[src/rtl/pe_seq_pkg.sv]
// Shared types and schedule tables for the bit-brick PE job sequencer.
package pe_seq_pkg;

    typedef enum logic [1:0] {
        ST_IDLE  = 2'd0,
        ST_RUN   = 2'd1,
        ST_DRAIN = 2'd2,
        ST_DONE  = 2'd3
    } state_e;

    typedef logic [1:0] mode_t;

    localparam int RD_LAT = 1;
    localparam int PROD_W = 19;
    localparam int PASS_W = 3;

    function automatic logic [PASS_W-1:0] pass_cnt(mode_t m);
        case (m)
            2'd0:    return 3'd1;
            2'd1:    return 3'd3;
            2'd2:    return 3'd4;
            default: return 3'd5;
        endcase
    endfunction

    // Every mode runs a prefix of the same shift sequence, so only the pass index matters.
    function automatic logic [3:0] shift_code(logic [PASS_W-1:0] p);
        case (p)
            3'd0:    return 4'd0;
            3'd1:    return 4'd2;
            3'd2:    return 4'd4;
            3'd3:    return 4'd6;
            default: return 4'd10;
        endcase
    endfunction

endpackage

[src/rtl/pe_seq_acc.sv]
// Gated accumulator for PE products; saturates with a sticky flag when PE_SEQ_SATURATE_EN is defined.
module pe_seq_acc #(
    parameter int ACC_W  = 32,
    parameter int PROD_W = 19
) (
    input  logic              i_clk,
    input  logic              i_rst_n,
    input  logic              i_clr,
    input  logic              i_en,
    input  logic [PROD_W-1:0] i_prod,
    output logic [ACC_W-1:0]  o_acc
`ifdef PE_SEQ_SATURATE_EN
    , output logic            o_sat
`endif
);

    logic [ACC_W-1:0] acc_q, acc_d;

`ifdef PE_SEQ_SATURATE_EN
    logic           sat_q, sat_d;
    logic [ACC_W:0] sum;

    always_comb begin
        acc_d = acc_q;
        sat_d = sat_q;
        // One guard bit: overflow shows up as disagreement between the top two bits.
        sum   = {acc_q[ACC_W-1], acc_q} + {{(ACC_W+1-PROD_W){i_prod[PROD_W-1]}}, i_prod};
        if (i_clr) begin
            acc_d = '0;
            sat_d = 1'b0;
        end else if (i_en) begin
            if (sum[ACC_W] != sum[ACC_W-1]) begin
                acc_d = sum[ACC_W] ? {1'b1, {(ACC_W-1){1'b0}}} : {1'b0, {(ACC_W-1){1'b1}}};
                sat_d = 1'b1;
            end else begin
                acc_d = sum[ACC_W-1:0];
            end
        end
    end

    always_ff @(posedge i_clk or negedge i_rst_n) begin
        if (!i_rst_n) sat_q <= 1'b0;
        else          sat_q <= sat_d;
    end

    assign o_sat = sat_q;
`else
    always_comb begin
        acc_d = acc_q;
        if (i_clr)     acc_d = '0;
        else if (i_en) acc_d = acc_q + {{(ACC_W-PROD_W){i_prod[PROD_W-1]}}, i_prod};
    end
`endif

    always_ff @(posedge i_clk or negedge i_rst_n) begin
        if (!i_rst_n) acc_q <= '0;
        else          acc_q <= acc_d;
    end

    assign o_acc = acc_q;

endmodule

[src/rtl/pe_seq_ctrl.sv]
// Job sequencer for one bit-brick PE: issues operand reads per pass and accumulates the PE result.
// Optional PE_SEQ_SATURATE_EN: saturating accumulator plus sticky o_res_sat output.
//
// state    | meaning
// ST_IDLE  | ready for a job, acc cleared on accept
// ST_RUN   | one operand read per cycle, len x passes issues
// ST_DRAIN | waiting for the last products to reach the accumulator
// ST_DONE  | result held on o_res_data until taken
module pe_seq_ctrl
    import pe_seq_pkg::*;
#(
    parameter int ACC_W  = 32,
    parameter int ADDR_W = 10,
    parameter int LEN_W  = 9
) (
    input  logic              i_clk,
    input  logic              i_rst_n,
    input  logic              i_cmd_valid,
    output logic              o_cmd_ready,
    input  logic [1:0]        i_cmd_mode,
    input  logic [LEN_W-1:0]  i_cmd_len,
    input  logic [ADDR_W-1:0] i_cmd_base,
    input  logic              i_cmd_a_signed,
    input  logic              i_cmd_w_signed,
    output logic              o_rd_en,
    output logic [ADDR_W-1:0] o_rd_addr,
    input  logic [31:0]       i_rd_act,
    input  logic [31:0]       i_rd_wgt,
    output logic [31:0]       o_pe_activation,
    output logic [31:0]       o_pe_weight,
    output logic              o_pe_A_signed,
    output logic              o_pe_W_signed,
    output logic [3:0]        o_pe_shift,
    input  logic [PROD_W-1:0] i_pe_prod,
    output logic              o_res_valid,
    input  logic              i_res_ready,
    output logic [ACC_W-1:0]  o_res_data,
    output logic              o_busy
`ifdef PE_SEQ_SATURATE_EN
    , output logic            o_res_sat
`endif
);

    state_e              state_q, state_d;
    mode_t               mode_q, mode_d;
    logic [LEN_W-1:0]    len_q, len_d;
    logic [LEN_W-1:0]    elem_q, elem_d;
    logic [PASS_W-1:0]   pass_q, pass_d;
    logic [ADDR_W-1:0]   addr_q, addr_d;
    logic                a_sgn_q, a_sgn_d;
    logic                w_sgn_q, w_sgn_d;
    logic [3:0]          shift_q, shift_d;
    logic [RD_LAT:0]     vpipe_q, vpipe_d;
    logic                issue;
    logic                acc_clr;

    always_comb begin
        state_d     = state_q;
        mode_d      = mode_q;
        len_d       = len_q;
        elem_d      = elem_q;
        pass_d      = pass_q;
        addr_d      = addr_q;
        a_sgn_d     = a_sgn_q;
        w_sgn_d     = w_sgn_q;
        shift_d     = 4'd0;
        issue       = 1'b0;
        acc_clr     = 1'b0;
        o_cmd_ready = 1'b0;
        o_rd_en     = 1'b0;
        o_rd_addr   = '0;
        o_res_valid = 1'b0;

        case (state_q)
            ST_IDLE: begin
                o_cmd_ready = 1'b1;
                if (i_cmd_valid) begin
                    mode_d  = i_cmd_mode;
                    len_d   = i_cmd_len;
                    addr_d  = i_cmd_base;
                    a_sgn_d = i_cmd_a_signed;
                    w_sgn_d = i_cmd_w_signed;
                    elem_d  = '0;
                    pass_d  = '0;
                    acc_clr = 1'b1;
                    state_d = (i_cmd_len == '0) ? ST_DONE : ST_RUN;
                end
            end
            ST_RUN: begin
                o_rd_en   = 1'b1;
                o_rd_addr = addr_q;
                issue     = 1'b1;
                shift_d   = shift_code(pass_q);
                addr_d    = addr_q + ADDR_W'(1);
                if (pass_q == pass_cnt(mode_q) - PASS_W'(1)) begin
                    pass_d = '0;
                    if (elem_q == len_q - LEN_W'(1)) state_d = ST_DRAIN;
                    else                             elem_d  = elem_q + LEN_W'(1);
                end else begin
                    pass_d = pass_q + PASS_W'(1);
                end
            end
            ST_DRAIN: begin
                // Leave once only the final product is left in flight; it lands on this edge.
                if (vpipe_q[RD_LAT-1:0] == '0) state_d = ST_DONE;
            end
            ST_DONE: begin
                o_res_valid = 1'b1;
                if (i_res_ready) state_d = ST_IDLE;
            end
            default: state_d = ST_IDLE;
        endcase

        vpipe_d = {vpipe_q[RD_LAT-1:0], issue};
    end

    always_ff @(posedge i_clk or negedge i_rst_n) begin
        if (!i_rst_n) begin
            state_q <= ST_IDLE;
            mode_q  <= '0;
            len_q   <= '0;
            elem_q  <= '0;
            pass_q  <= '0;
            addr_q  <= '0;
            a_sgn_q <= 1'b0;
            w_sgn_q <= 1'b0;
            shift_q <= 4'd0;
            vpipe_q <= '0;
        end else begin
            state_q <= state_d;
            mode_q  <= mode_d;
            len_q   <= len_d;
            elem_q  <= elem_d;
            pass_q  <= pass_d;
            addr_q  <= addr_d;
            a_sgn_q <= a_sgn_d;
            w_sgn_q <= w_sgn_d;
            shift_q <= shift_d;
            vpipe_q <= vpipe_d;
        end
    end

    assign o_pe_activation = i_rd_act;
    assign o_pe_weight     = i_rd_wgt;
    assign o_pe_A_signed   = a_sgn_q;
    assign o_pe_W_signed   = w_sgn_q;
    assign o_pe_shift      = shift_q;
    assign o_busy          = (state_q != ST_IDLE);

    pe_seq_acc #(
        .ACC_W  (ACC_W),
        .PROD_W (PROD_W)
    ) u_acc (
        .i_clk   (i_clk),
        .i_rst_n (i_rst_n),
        .i_clr   (acc_clr),
        .i_en    (vpipe_q[RD_LAT]),
        .i_prod  (i_pe_prod),
        .o_acc   (o_res_data)
`ifdef PE_SEQ_SATURATE_EN
        , .o_sat (o_res_sat)
`endif
    );

endmodule

[config.mk]
export PLATFORM = sky130hd
export DESIGN_NAME = pe_seq_ctrl
export DESIGN_NICKNAME = d
export VERILOG_FILES = /design/src/rtl/pe_seq_pkg.sv /design/src/rtl/pe_seq_acc.sv /design/src/rtl/pe_seq_ctrl.sv
export SDC_FILE = /design/constraint.sdc
export NUM_CORES = 1
export LEC_CHECK = 0
export ABC_CLOCK_PERIOD_IN_PS = 6900
export CELL_PAD_IN_SITES_DETAIL_PLACEMENT = 0
export CELL_PAD_IN_SITES_GLOBAL_PLACEMENT = 1
export CORE_AREA = 2 2 132 134
export DETAILED_ROUTE_END_ITERATION = 6
export DIE_AREA = 0 0 134 136
export PLACE_DENSITY = 0.95
export SYNTH_ARGS = -nofsm -noshare
export SYNTH_HDL_FRONTEND = slang
export SYNTH_SLANG_ARGS = --single-unit
[constraint.sdc]
create_clock -name i_clk -period 6.9 [get_ports i_clk]
set_input_delay 2.07 -clock i_clk [delete_from_list [all_inputs] [get_ports i_clk]]
set_output_delay 2.07 -clock i_clk [all_outputs]
set_load 0.05 [all_outputs]
; ---- Word-level counts from Yosys, hierarchy flattened
; Cells that the tools add are included.
; Widths: inputs -> output; s select.
[op_classes]
muxes = 28
n_reduce_logical = 11
n_addsub = 6
n_eq_ne = 16
[op_table]
columns = operator, n
row1 = $mux 32, 2
row2 = $add 32x32->32, 1
row3 = $mux 9, 3
row4 = $mux 10, 2
row5 = $pmux 10 s2, 1
row6 = $pmux 9 s2, 1
row7 = $pmux 4 s4, 1
row8 = $mux 2, 6
row9 = $ne 2x2->1 const B, 6
row10 = $add 10x1->10 const B, 1
row11 = $add 9x1->9 const B, 1
row12 = $eq 9x9->1, 1
row13 = $logic_not 9->1, 1
row14 = $mux 3, 3
row15 = $pmux 3 s3, 1
row16 = $sub 9x1->9 const B, 1
row17 = $pmux 2 s4, 1
row18 = $eq 2x2->1 const B, 3
row19 = $eq 3x2->1 const B, 2
row20 = $pmux 3 s2, 1
row21 = $reduce_bool 2->1, 3
row22 = $mux 1, 5
row23 = $reduce_and 5->1, 1
row24 = $eq 2x1->1 const B, 2
row25 = 9 further kinds, 11
[word_totals]
word_cells = 72
reg_bits = 75
input_bits = 110
output_inout_bits = 116

; ---- Longest topological paths before layout
; Gate-level depths: netlist (run 1).
[logic_depth]
word_depth = 7
mapped_depth = 12
ltp_nobuf = 12

; ---- By module
; From an unflattened synthesis (run 1), not the netlist that was laid out.
[unflattened]
cells_unflattened = 698
area_unflattened_um2 = 6122.1
[modules_own_cells]
columns = module, area_per_inst_um2, n_inst, cells_per_inst, seq_area_each_um2
row1 = pe_seq_ctrl, 3173.0, 1, 352, 1051.0
row2 = pe_seq_acc, 2949.1, 1, 346, 800.8

; ---- Least setup slack after synthesis (run 1)
; OpenSTA, ideal clock, no wires.
[synth_timing]
path_kind = input to output
startpoint = in i_rd_act[0]
endpoint = out o_pe_activation[0]
n_path_buf = 1
path_slack_ns = 2.590
required_ns = 4.830
arrival_time_ns = 2.240
path_stages = 1
cell_sequence = buf_4
[synth_rtl]
columns = element, line_no
row1 = "start, declared", pe_seq_ctrl.sv:27  ; input logic [31:0] i_rd_act,
row2 = "end, declared", pe_seq_ctrl.sv:29  ; output logic [31:0] o_pe_activation,
; No word-level cell between the ends.

; ---- Final worst setup path (run 1)
[layout_timing]
startpoint = in i_pe_prod[18]
endpoint = reg u_acc.acc_q[30], in the netlist u_acc.o_acc[30]
[layout_via]
elab_chain_len = 3
[layout_lines]
columns = element, line_no
row1 = "start, declared", pe_seq_ctrl.sv:34  ; input logic [PROD_W-1:0] i_pe_prod,
row2 = $add 32x32->32, pe_seq_acc.sv:51  ; else if (i_en) acc_d = acc_q + {{(ACC_W-PROD_W){i_prod[PROD_W-1]}}, i_prod};
row3 = $mux 32, pe_seq_acc.sv:51
row4 = $mux 32, pe_seq_acc.sv:50  ; if (i_clr) acc_d = '0;
row5 = "end signal, assigned", pe_seq_acc.sv:56  ; if (!i_rst_n) acc_q <= '0;
row6 = "end signal, assigned", pe_seq_acc.sv:57  ; else acc_q <= acc_d;
row7 = "end, declared", pe_seq_acc.sv:17  ; logic [ACC_W-1:0] acc_q, acc_d;
; Every way passes these cells. The select of a mux whose other input is x is not followed.
; A chain may end at the register's enable or synchronous reset.

==> flow_metrics.py, run 1 <==
metrics = {
    "power": {
        "irDropWorstVdd_mv": 0.327,
        "power_density_nw_per_um2": 393,
        "p_leak_nw": 3.14,
    },
    "yosys": {
        "syn_area_per_cell_sq_um": 8.60,
        "synthCells": 677,
        "synth_edf_count": 0,
        "synth_area_leaders": "dfrtp_1, ha_1, buf_4, a21oi_1, nand2_1",
        "synth_commonest_cells": "dfrtp_1, buf_4, nand2_1, nor2_1, a21oi_1",
        "yosysUniqueCellTypes": 67,
        "synth.net_count": 833,
        "async_flop_share_pct": 100,
        "yosys.area.top_type": "dfrtp_1",
        "synth_ff_type": "dfrtp_1",
        "seq_area_frac_synth_pct": 31.8,
        "yosysTopAreaCellShare_pct": 31.8,
        "netlist_area_sq_um": 5820,
        "yosysMostFrequentCell": "dfrtp_1",
        "yosysWarnings": 0,
        "ys_ff_latch": 74,
    },
    "final_layout": {
        "final_cell_count_no_fill": 931,
        "final_area_sq_um": 6820,
        "syn_to_final_growth_pct": 17.2,
        "postLayoutCoreUtil_pct": 40.4,
        "diodes": 0,
        "drive_gt1_share_pct": 5.67,
        "nNetsFinal": 859,
    },
    "clock_network": {
        "clk_pin_slew_ns": 0.06,
        "h-tree-depth": 3,
        "clk_latency_ns": 0.34,
        "cts_resized": 0,
        "cts_root_buf": "clkbuf_16",
        "cts_inserted_buffers": 9,
        "cts.path.max_buffers": 2,
        "postCtsHoldBufs": 0,
        "cts_tree": "built",
        "cts_setup_buffers": 0,
        "cts_sinks": 74,
    },
    "placement": {
        "placed_cell_area_sq_um": 6530,
        "dp_cells": 917,
        "place_congestion": 0.813,
        "dpl.hpwl_um": 9790,
        "io_buffers": 96,
    },
    "critical_path": {
        "crit_arrival_ns": 5.14,
        "worstPathMaxFanout": 16,
        "crit_path_end_kind": "flop",
        "reg2reg_to": "elem_q[4]",
        "reg2reg_depth": 10,
        "path_class": "in2reg",
        "r2r_slack_ns": 3.86,
        "critPathRequiredTime_ns": 7.18,
        "start_kind": "primary input",
        "reg2reg_from": "state_q[1]",
    },
    "timing": {
        "setup_viol": 0,
        "period_share_pct": 70.4,
        "worst_pin_slew_ns": 1.19,
        "skew_ns": 0.00416,
        "hold_viol": 0,
        "max_freq_mhz": 206,
        "slew_violations": 0,
        "min_period_ns": 4.86,
        "grt_setup_unrepaired": "no",
        "slew_headroom_pct": 19.9,
        "tns_ns": 0,
    },
    "floorplanning": {
        "core_sq_um": 16900,
        "num_rows": 48,
        "die_x_um": 134,
        "die_h_um": 136,
        "die_area_sq_um": 18200,
        "initial_utilization_pct": 34.5,
        "boundaryPins": 226,
    },
    "grt": {
        "antenna_found_initial": 0,
        "globalRouteOverflowTotal": 0,
        "grt_usage_pct": 15.2,
        "grt_max_degree": 75,
        "grt_pass1_wl_um": 22400,
        "grt_pass1_vias": 4570,
    },
    "routing": {
        "drc": 0,
        "vias_per_cell": 5.12,
        "drt-initial-drc-count": 216,
        "vias": 4769,
        "firstDrtPassIters": 4,
        "wire_per_inst_um": 14.8,
        "routed_wl_um": 13700,
        "antenna_left": 0,
    },
    "hold_path": {
        "hold_end": "vpipe_q[1]",
        "min_path_type": "reg2reg",
        "holdCritStartpoint": "vpipe_q[0]",
        "min_path_cells": 0,
    },
    "job": {
        "cap_violations": 0,
    },
    "status": {
        "outcome": "finished clean",
    },
}
==> sequential cells by signal, indices dropped and copies added, names as in the netlist <==
| signal | flops |
|---|---|
| u_acc.o_acc | 32 |
| addr_q | 10 |
| elem_q | 9 |
| len_q | 9 |
| o_pe_shift | 3 |
| pass_q | 3 |
| mode_q | 2 |
| state_q | 2 |
| vpipe_q | 2 |
| o_pe_A_signed | 1 |
| o_pe_W_signed | 1 |
==> layout make-up <==
cell class / count / area (sq um)
Fill cell: 1650 / 10100
Multi-Input combinational cell: 491 / 3310
Sequential cell: 74 / 1850
Timing Repair Buffer: 100 / 988
Tap cell: 225 / 282
Clock buffer: 11 / 253
Inverter: 27 / 101
Clock inverter: 3 / 40.0
==> through the flow <==
| stage | power, mW | hold WS [ns] | worst slack (ns) |
|---|---|---|---|
| finish | 2.68 | 0.384 | 2.04 |
| global route | 2.86 | 0.398 | 1.83 |
| CTS | 2.69 | 0.385 | 2.10 |
| detailed placement | 2.20 | 0.371 | 1.79 |
| global placement | 2.18 | 0.363 | 1.90 |
| floorplan | 1.88 | 0.354 | 2.59 |
==> worst max-delay path, stage by stage <==
cell             delay, ns
clkdlybuf4s50_1       0.90
ha_1                  0.41
a21oi_1               0.21
o21ai_0               0.15
o21bai_1              0.18
a221o_1               0.34
nor3_1                0.14
a21oi_1               0.11
a21boi_1              0.20
nor4bb_1              0.28
a211o_1               0.14
==> how the worst max path moves through the flow <==
stage / from / slack [ns] / to / cells past startpoint
finish: i_pe_prod[18] / 2.04 / u_acc.o_acc[30] / 11
global route: i_pe_prod[18] / 1.83 / u_acc.o_acc[30] / 11
CTS: i_pe_prod[18] / 2.10 / u_acc.o_acc[30] / 11
detailed placement: i_pe_prod[18] / 1.79 / u_acc.o_acc[30] / 11
global placement: i_pe_prod[0] / 1.90 / u_acc.o_acc[24] / 13
floorplan: i_rd_act[0] / 2.59 / o_pe_activation[0] / 1
==> logic make-up (layout without fill, tap and decap cells) <==
group	count (synthesis)	after routing	share of synthesized area, %
buffers and inverters	112	141	11.4
multiplexers	19	19	3.33
XOR/XNOR	45	45	6.77
AND/OR/NAND/NOR	217	217	18.9
other	1	1	0.0644
adder cells (fa/ha/maj)	46	46	10.0
AO/OA/AOI/OAI	163	163	17.7
flip-flops	74	74	31.8
==> routing by layer <==
layer  vias to the layer above  global-route usage, %  wire length, um
met5                         -                      0                0
met4                         0                   5.44              230
met3                        17                   3.24              612
met2                       105                   23.5             6050
met1                      2293                   21.0             6840
li1                       2354                      -                -
==> power breakdown <==
| part | leakage, nW | internal (mW) | switching [mW] |
|---|---|---|---|
| registers | 0.871 | 0.544 | 0.0910 |
| logic | 2.12 | 0.632 | 0.931 |
| clock network | 0.147 | 0.295 | 0.186 |
| total | 3.14 | 1.47 | 1.21 |
==> placed cells by master (no fill, tap or decap), types with 5 or more instances in the layout <==
cell type and n:
nand2b_1 5, dfrtp_1 74, nand4_1 13, a211oi_1 7, clkdlybuf4s50_1 95, nand3_1 12, nand3b_1 8, ha_1 45
mux2i_1 16, nand2_1 61, xor2_1 25, or3_1 6, a21o_1 13, buf_4 5, xnor2_1 20, a21oi_1 47
o31ai_1 5, inv_1 27, nor3_1 14, nor2b_1 5, clkbuf_16 9, nor2_1 55, o21ai_0 45, a31oi_1 8
and2_1 16
No activity file was read; power rests on OpenSTA's default activity.
==> run 2: changes to the inputs <==
--- a/config.mk
+++ b/config.mk
@@ -5,13 +5,13 @@
 export SDC_FILE = /design/constraint.sdc
 export NUM_CORES = 1
 export LEC_CHECK = 0
-export ABC_CLOCK_PERIOD_IN_PS = 6900
+export ABC_CLOCK_PERIOD_IN_PS = 4550
 export CELL_PAD_IN_SITES_DETAIL_PLACEMENT = 0
 export CELL_PAD_IN_SITES_GLOBAL_PLACEMENT = 1
-export CORE_AREA = 2 2 132 134
+export CORE_AREA = 2 2 138 140
 export DETAILED_ROUTE_END_ITERATION = 6
-export DIE_AREA = 0 0 134 136
-export PLACE_DENSITY = 0.95
+export DIE_AREA = 0 0 140 142
+export PLACE_DENSITY = 0.91
 export SYNTH_ARGS = -nofsm -noshare
 export SYNTH_HDL_FRONTEND = slang
 export SYNTH_SLANG_ARGS = --single-unit
==> constraint.sdc (replaced) <==
create_clock -name i_clk -period 4.55 [get_ports i_clk]
set_input_delay 1.365 -clock i_clk [delete_from_list [all_inputs] [get_ports i_clk]]
set_output_delay 1.365 -clock i_clk [all_outputs]
set_load 0.05 [all_outputs]
==> run 2 against run 1 <==
Against the previous run:
- the run now ends with DRC left
- total power grew 54%
- sequential share of layout area shrank 0.24 points
- worst hold slack gained 0.018 ns
- global-route usage shrank 0.90 points
- critical endpoint is now u_acc.o_acc[24]
- flip-flop and latch count is the same
- die area grew 9.1%
- routed wire length grew 2.2%
- largest cell class unchanged
- non-clock buffer count grew 3
- design area grew 0.88%
- highest routed layer unchanged
- critical path type unchanged
==> flow_metrics.py, run 2 (synthesis results as in run 1) <==
metrics = {
    "final_layout": {
        "largest_reg_flops": 32,
        "final_cell_count_no_fill": 945,
        "nNetsFinal": 862,
        "layout.area.seq_sq_um": 1850,
        "fill_cells": 1831,
        "diodes": 0,
        "layout_commonest_cell": "clkdlybuf4s50_1",
        "multi_input_area_sq_um": 3310,
        "layout_common_cells": "clkdlybuf4s50_1, dfrtp_1, nand2_1",
        "syn_to_final_growth_pct": 18.2,
        "drive_gt1_share_pct": 6.19,
    },
    "critical_path": {
        "crit_chain": "clkdlybuf4s50_1 -> ha_1 -> inv_1 -> fa_1 -> nor2b_1 -> o31a_1 -> o21ai_1 -> a211oi_2 -> o21ai_0 -> a31oi_1 -> a21boi_0 -> xor2_1 -> a211oi_1",
        "reg2reg_from": "u_acc.o_acc[0]",
        "path_class": "in2reg",
        "start_kind": "primary input",
        "crit_path_end_kind": "flop",
        "worstPathMaxFanout": 4,
        "cp_slowest_stage_delay_ns": 0.46,
        "timing.critical_path.from": "i_pe_prod[0]",
        "crit_arrival_ns": 4.25,
        "critPathRequiredTime_ns": 4.79,
        "crit_path_top_delay_cell": "clkdlybuf4s50_1",
    },
    "status": {
        "outcome": "finished with violations",
        "violations": "DRC",
    },
    "floorplanning": {
        "initial_utilization_pct": 31.5,
        "die_h_um": 142,
        "boundaryPins": 226,
        "die_area_sq_um": 19900,
        "core_sq_um": 18500,
        "die_x_um": 140,
        "num_rows": 50,
    },
    "clock_network": {
        "cts_tree": "built",
        "cts.path.max_buffers": 2,
        "cts_sinks": 74,
        "cts_resized": 0,
        "h-tree-depth": 3,
        "postCtsHoldBufs": 0,
        "clk_latency_ns": 0.35,
        "cts_inserted_buffers": 9,
        "cts_root_buf": "clkbuf_16",
        "clk_pin_slew_ns": 0.06,
        "cts_setup_buffers": 0,
    },
    "routing": {
        "antenna_left": 0,
        "drt-initial-drc-count": 232,
        "vias": 4741,
        "routed_wl_um": 14000,
        "wire_per_inst_um": 14.9,
        "drc": 17,
        "vias_per_cell": 5.02,
        "firstDrtPassIters": 7,
    },
    "timing": {
        "setup_viol": 0,
        "period_share_pct": 88.2,
        "min_period_ns": 4.01,
        "slew_violations": 0,
        "max_freq_mhz": 249,
        "hold_viol": 0,
        "grt_setup_unrepaired": "no",
        "fin_ws_ns": 0.538,
        "tns_ns": 0,
        "worst_pin_slew_ns": 1.00,
        "skew_ns": 0.00751,
        "slew_headroom_pct": 33.3,
    },
    "grt": {
        "grt_max_degree": 75,
        "antenna_found_initial": 0,
        "grt_pass1_wl_um": 23100,
        "grt_pass1_vias": 4531,
        "globalRouteOverflowTotal": 0,
        "grt_usage_pct": 14.3,
    },
    "placement": {
        "dpl.hpwl_um": 10200,
        "dp_cells": 929,
        "io_buffers": 96,
        "place_congestion": 0.849,
        "dp_slack_ns": 0.261,
    },
    "power": {
        "internal-power_mw": 2.26,
        "p_seq_share_pct": 23.5,
        "p_switching_mw": 1.86,
        "irDropWorstVdd_mv": 0.379,
        "swShare_pct": 45.1,
        "p_leak_nw": 3.15,
        "power_density_nw_per_um2": 600,
        "comb_power_share_pct": 57.6,
        "pwr-share-clk_pct": 18.9,
    },
    "job": {
        "cap_violations": 0,
    },
    "hold_path": {
        "holdCritStartpoint": "vpipe_q[0]",
        "min_path_type": "reg2reg",
    },
}
[run 2: cell types whose count changed in the layout (fill, tap and decap cells not counted), sizes merged]
cell | previous run | this run
inv | 27 | 28
buf | 5 | 8
clkinvlp | 0 | 1
bufinv | 1 | 2
clkbuf | 11 | 10
[run 2: layout make-up]
cell class,instances,area share [%]
Tap cell,234,4.25
Clock inverter,6,1.31
Inverter,27,1.47
Clock buffer,10,3.33
Sequential cell,74,26.9
Timing Repair Buffer,103,14.7
Multi-Input combinational cell,491,48.0
[run 2: power by group through the flow]
stage	Combinational [mW]	Sequential [mW]	Clock, mW
5_1_grt	2.59	0.994	0.832
2_1_floorplan	1.40	1.45	0
3_5_place_dp	2.36	0.985	0
3_3_place_gp	2.34	0.976	0
6_report	2.37	0.970	0.781
4_1_cts	2.37	0.974	0.804
[run 2: stage by stage]
stage                     util, %  power, mW  hold WS, ns  cell area (sq um)
after floorplan                 -       2.85        0.354               5820
final                        37.3       4.13        0.402               6880
after global routing         37.3       4.42        0.419               6880
after detailed placement     35.6       3.35        0.390               6560
after CTS                    37.3       4.15        0.411               6880
after global placement       35.6       3.32        0.391               6560
[run 2: worst max-delay path: cells and delay by family]
| kind | cells | cell delay [ns] |
|---|---|---|
| AOI/OAI and AO/OA | 7 | 1.46 |
| xor gates and xnor gates | 1 | 0.16 |
| adders and majority gates | 2 | 0.59 |
| buffers and inverters | 2 | 0.52 |
| and+or+nand+nor | 1 | 0.16 |
[run 2: worst paths after layout]
check	depth (start not counted)	endpoint	slack, ns
max in group asynchronous	1	mode_q[1]	2.71
worst min register to register	0	vpipe_q[1]	0.40
worst max register to register	12	u_acc.o_acc[24]	1.62
worst min-delay path	0	vpipe_q[1]	0.40
min in group asynchronous	1	u_acc.o_acc[8]	1.17
worst max-delay path	13	u_acc.o_acc[24]	0.54
[run 2: metal layers]
| metal | wire length, um | GRT usage, % | up-vias |
|---|---|---|---|
| li1 | - | - | 2374 |
| met1 | 6890 | 19.7 | 2237 |
| met2 | 6240 | 22.2 | 109 |
| met3 | 685 | 3.16 | 21 |
| met4 | 218 | 5.21 | 0 |
| met5 | 0 | 0 | - |
==> run 3: changes to the inputs <==
--- a/config.mk
+++ b/config.mk
@@ -12,6 +12,7 @@
 export DETAILED_ROUTE_END_ITERATION = 6
 export DIE_AREA = 0 0 140 142
 export PLACE_DENSITY = 0.91
+export SETUP_SLACK_MARGIN = 0.2
 export SYNTH_ARGS = -nofsm -noshare
 export SYNTH_HDL_FRONTEND = slang
 export SYNTH_SLANG_ARGS = --single-unit
==> constraint.sdc (replaced) <==
create_clock -name i_clk -period 4.55 [get_ports i_clk]
set_input_delay 1.365 -clock i_clk [delete_from_list [all_inputs] [get_ports i_clk]]
set_output_delay 1.365 -clock i_clk [all_outputs]
set_load 0.01 [all_outputs]
==> run 3 against run 2 <==
Against the previous run:
- the run still ends with DRC left
- clock skew fell by 0.00077 ns
- clock power fell by 5.8%
- core utilization fell by 0.13 points
- critical path depth did not move
- final cell count fell by 0.11%
- combinational power fell by 19%
- sequential share of layout area rose by 0.093 points
- sequential power barely moved
- die area did not move
- worst setup slack improved by 0.015 ns
- first-iteration DRC count fell by 11%
- routed wire length fell by 0.16%
- critical path type unchanged
- critical endpoint unchanged
- largest power group unchanged
==> flow_metrics.py, run 3 (synthesis results as in run 1) <==
metrics = {
    "routing": {
        "vias_per_cell": 5.01,
        "antenna_left": 0,
        "drt-initial-drc-count": 207,
        "vias": 4729,
        "routed_wl_um": 14000,
        "wire_per_inst_um": 14.8,
        "firstDrtPassIters": 7,
        "drc": 16,
    },
    "timing": {
        "whs_ns": 0.401,
        "grt_setup_unrepaired": "no",
        "setup_viol": 0,
        "fin_ws_ns": 0.554,
        "tns_ns": 0,
        "worst_pin_slew_ns": 0.995,
        "min_period_ns": 4.00,
        "period_share_pct": 87.8,
        "slew_violations": 0,
        "skew_ns": 0.00674,
        "max_freq_mhz": 250,
        "hold_viol": 0,
        "slew_headroom_pct": 33.7,
    },
    "floorplanning": {
        "num_rows": 50,
        "boundaryPins": 226,
        "die_area_sq_um": 19900,
        "die_h_um": 142,
        "core_sq_um": 18500,
        "initial_utilization_pct": 31.5,
        "die_x_um": 140,
    },
    "critical_path": {
        "reg2reg_from": "u_acc.o_acc[0]",
        "critPathRequiredTime_ns": 4.80,
        "crit_arrival_ns": 4.24,
        "cp_top_family": "compound AO/OA/AOI/OAI gates",
        "crit_path_top_delay_cell": "clkdlybuf4s50_1",
        "r2r_slack_ns": 1.64,
        "reg2reg_depth": 12,
        "crit_path_end_kind": "flop",
        "worstPathMaxFanout": 4,
        "path_class": "in2reg",
        "cp_slowest_stage_delay_ns": 0.46,
        "crit_chain": "clkdlybuf4s50_1 -> ha_1 -> inv_1 -> fa_1 -> nor2b_1 -> o31a_1 -> o21ai_1 -> a211oi_2 -> o21ai_0 -> a31oi_1 -> a21boi_0 -> xor2_1 -> a211oi_1",
        "start_kind": "primary input",
        "reg2reg_to": "u_acc.o_acc[24]",
        "path_buf_inv": 2,
    },
    "grt": {
        "globalRouteOverflowTotal": 0,
        "grt_pass1_wl_um": 23000,
        "grt_usage_pct": 14.3,
        "grt_max_degree": 75,
        "grt_pass1_vias": 4609,
        "antenna_found_initial": 0,
    },
    "clock_network": {
        "cts_resized": 0,
        "clk_pin_slew_ns": 0.06,
        "cts_sinks": 74,
        "cts_setup_buffers": 0,
        "cts.path.max_buffers": 2,
        "clk_latency_ns": 0.34,
        "h-tree-depth": 3,
        "cts_root_buf": "clkbuf_16",
        "cts_inserted_buffers": 9,
        "postCtsHoldBufs": 0,
        "cts_tree": "built",
    },
    "placement": {
        "place_congestion": 0.848,
        "dpl.hpwl_um": 10200,
        "io_buffers": 96,
        "dp_slack_ns": 0.268,
    },
    "power": {
        "power_density_nw_per_um2": 528,
        "p_total_mw": 3.62,
        "p_leak_nw": 3.14,
        "irDropWorstVdd_mv": 0.297,
    },
    "final_layout": {
        "drive_gt1_share_pct": 6.20,
        "layout_commonest_cell": "clkdlybuf4s50_1",
        "diodes": 0,
        "nNetsFinal": 861,
        "syn_to_final_growth_pct": 17.8,
        "largest_reg_flops": 32,
        "layout_common_cells": "clkdlybuf4s50_1, dfrtp_1, nand2_1",
        "postLayoutCoreUtil_pct": 37.2,
    },
    "status": {
        "outcome": "finished with violations",
        "violations": "DRC",
    },
    "hold_path": {
        "holdCritStartpoint": "vpipe_q[0]",
        "hold_end": "vpipe_q[1]",
        "min_path_type": "reg2reg",
        "min_path_cells": 0,
    },
    "job": {
        "cap_violations": 0,
    },
}
-- run 3: cell count changes in the layout (fill, tap and decap cells not counted), sizes merged --
cell / change
clkbuf: -1
clkinv: +1
buf: -1
bufinv: -1
inv: +1
-- run 3: how the worst max path moves through the flow --
stage	slack, ns	startpoint	endpoint	cells past startpoint
5_1_grt	0.32	i_pe_prod[0]	u_acc.o_acc[24]	13
6_report	0.55	i_pe_prod[0]	u_acc.o_acc[24]	13
2_1_floorplan	1.04	i_pe_prod[0]	u_acc.o_acc[30]	12
3_3_place_gp	0.31	i_pe_prod[0]	u_acc.o_acc[24]	13
3_5_place_dp	0.27	i_pe_prod[0]	u_acc.o_acc[24]	13
4_1_cts	0.61	i_pe_prod[0]	u_acc.o_acc[24]	13
-- run 3: metrics by stage --
| step | cells | cell area (sq um) |
|---|---|---|
| after floorplan | 677 | 5820 |
| after global placement | 928 | 6560 |
| after detailed placement | 928 | 6560 |
| after CTS | 944 | 6860 |
| after global routing | 944 | 6860 |
| final | 944 | 6860 |
-- run 3: worst reg2reg max path, stage by stage (launching register included) --
cell,delay [ns]
dfrtp_1,0.38
ha_1,0.20
inv_1,0.06
fa_1,0.40
nor2b_1,0.15
o31a_1,0.17
o21ai_1,0.11
a211oi_2,0.37
o21ai_0,0.24
a31oi_1,0.23
a21boi_0,0.12
xor2_1,0.16
a211oi_1,0.23
-- run 3: metal layers --
| layer | up-vias | wire, um | track usage (%) |
|---|---|---|---|
| li1 | 2359 | - | - |
| met2 | 108 | 6320 | 21.8 |
| met4 | 0 | 216 | 5.85 |
| met1 | 2244 | 6960 | 19.7 |
| met5 | - | 0 | 0 |
| met3 | 18 | 517 | 2.93 |
-- run 3: area by class of cell --
type	count	area [sq um]
Fill cell	1853	11600
Sequential cell	74	1850
Tap cell	234	293
Multi-Input combinational cell	491	3310
Inverter	27	101
Clock inverter	7	77.6
Timing Repair Buffer	102	1000
Clock buffer	9	225
-- run 3: where the power goes --
part,total [mW],internal (mW),leakage (nW),switching [mW]
Clock,0.736,0.430,0.146,0.306
Combinational,1.92,0.959,2.13,0.961
Sequential,0.968,0.824,0.871,0.144
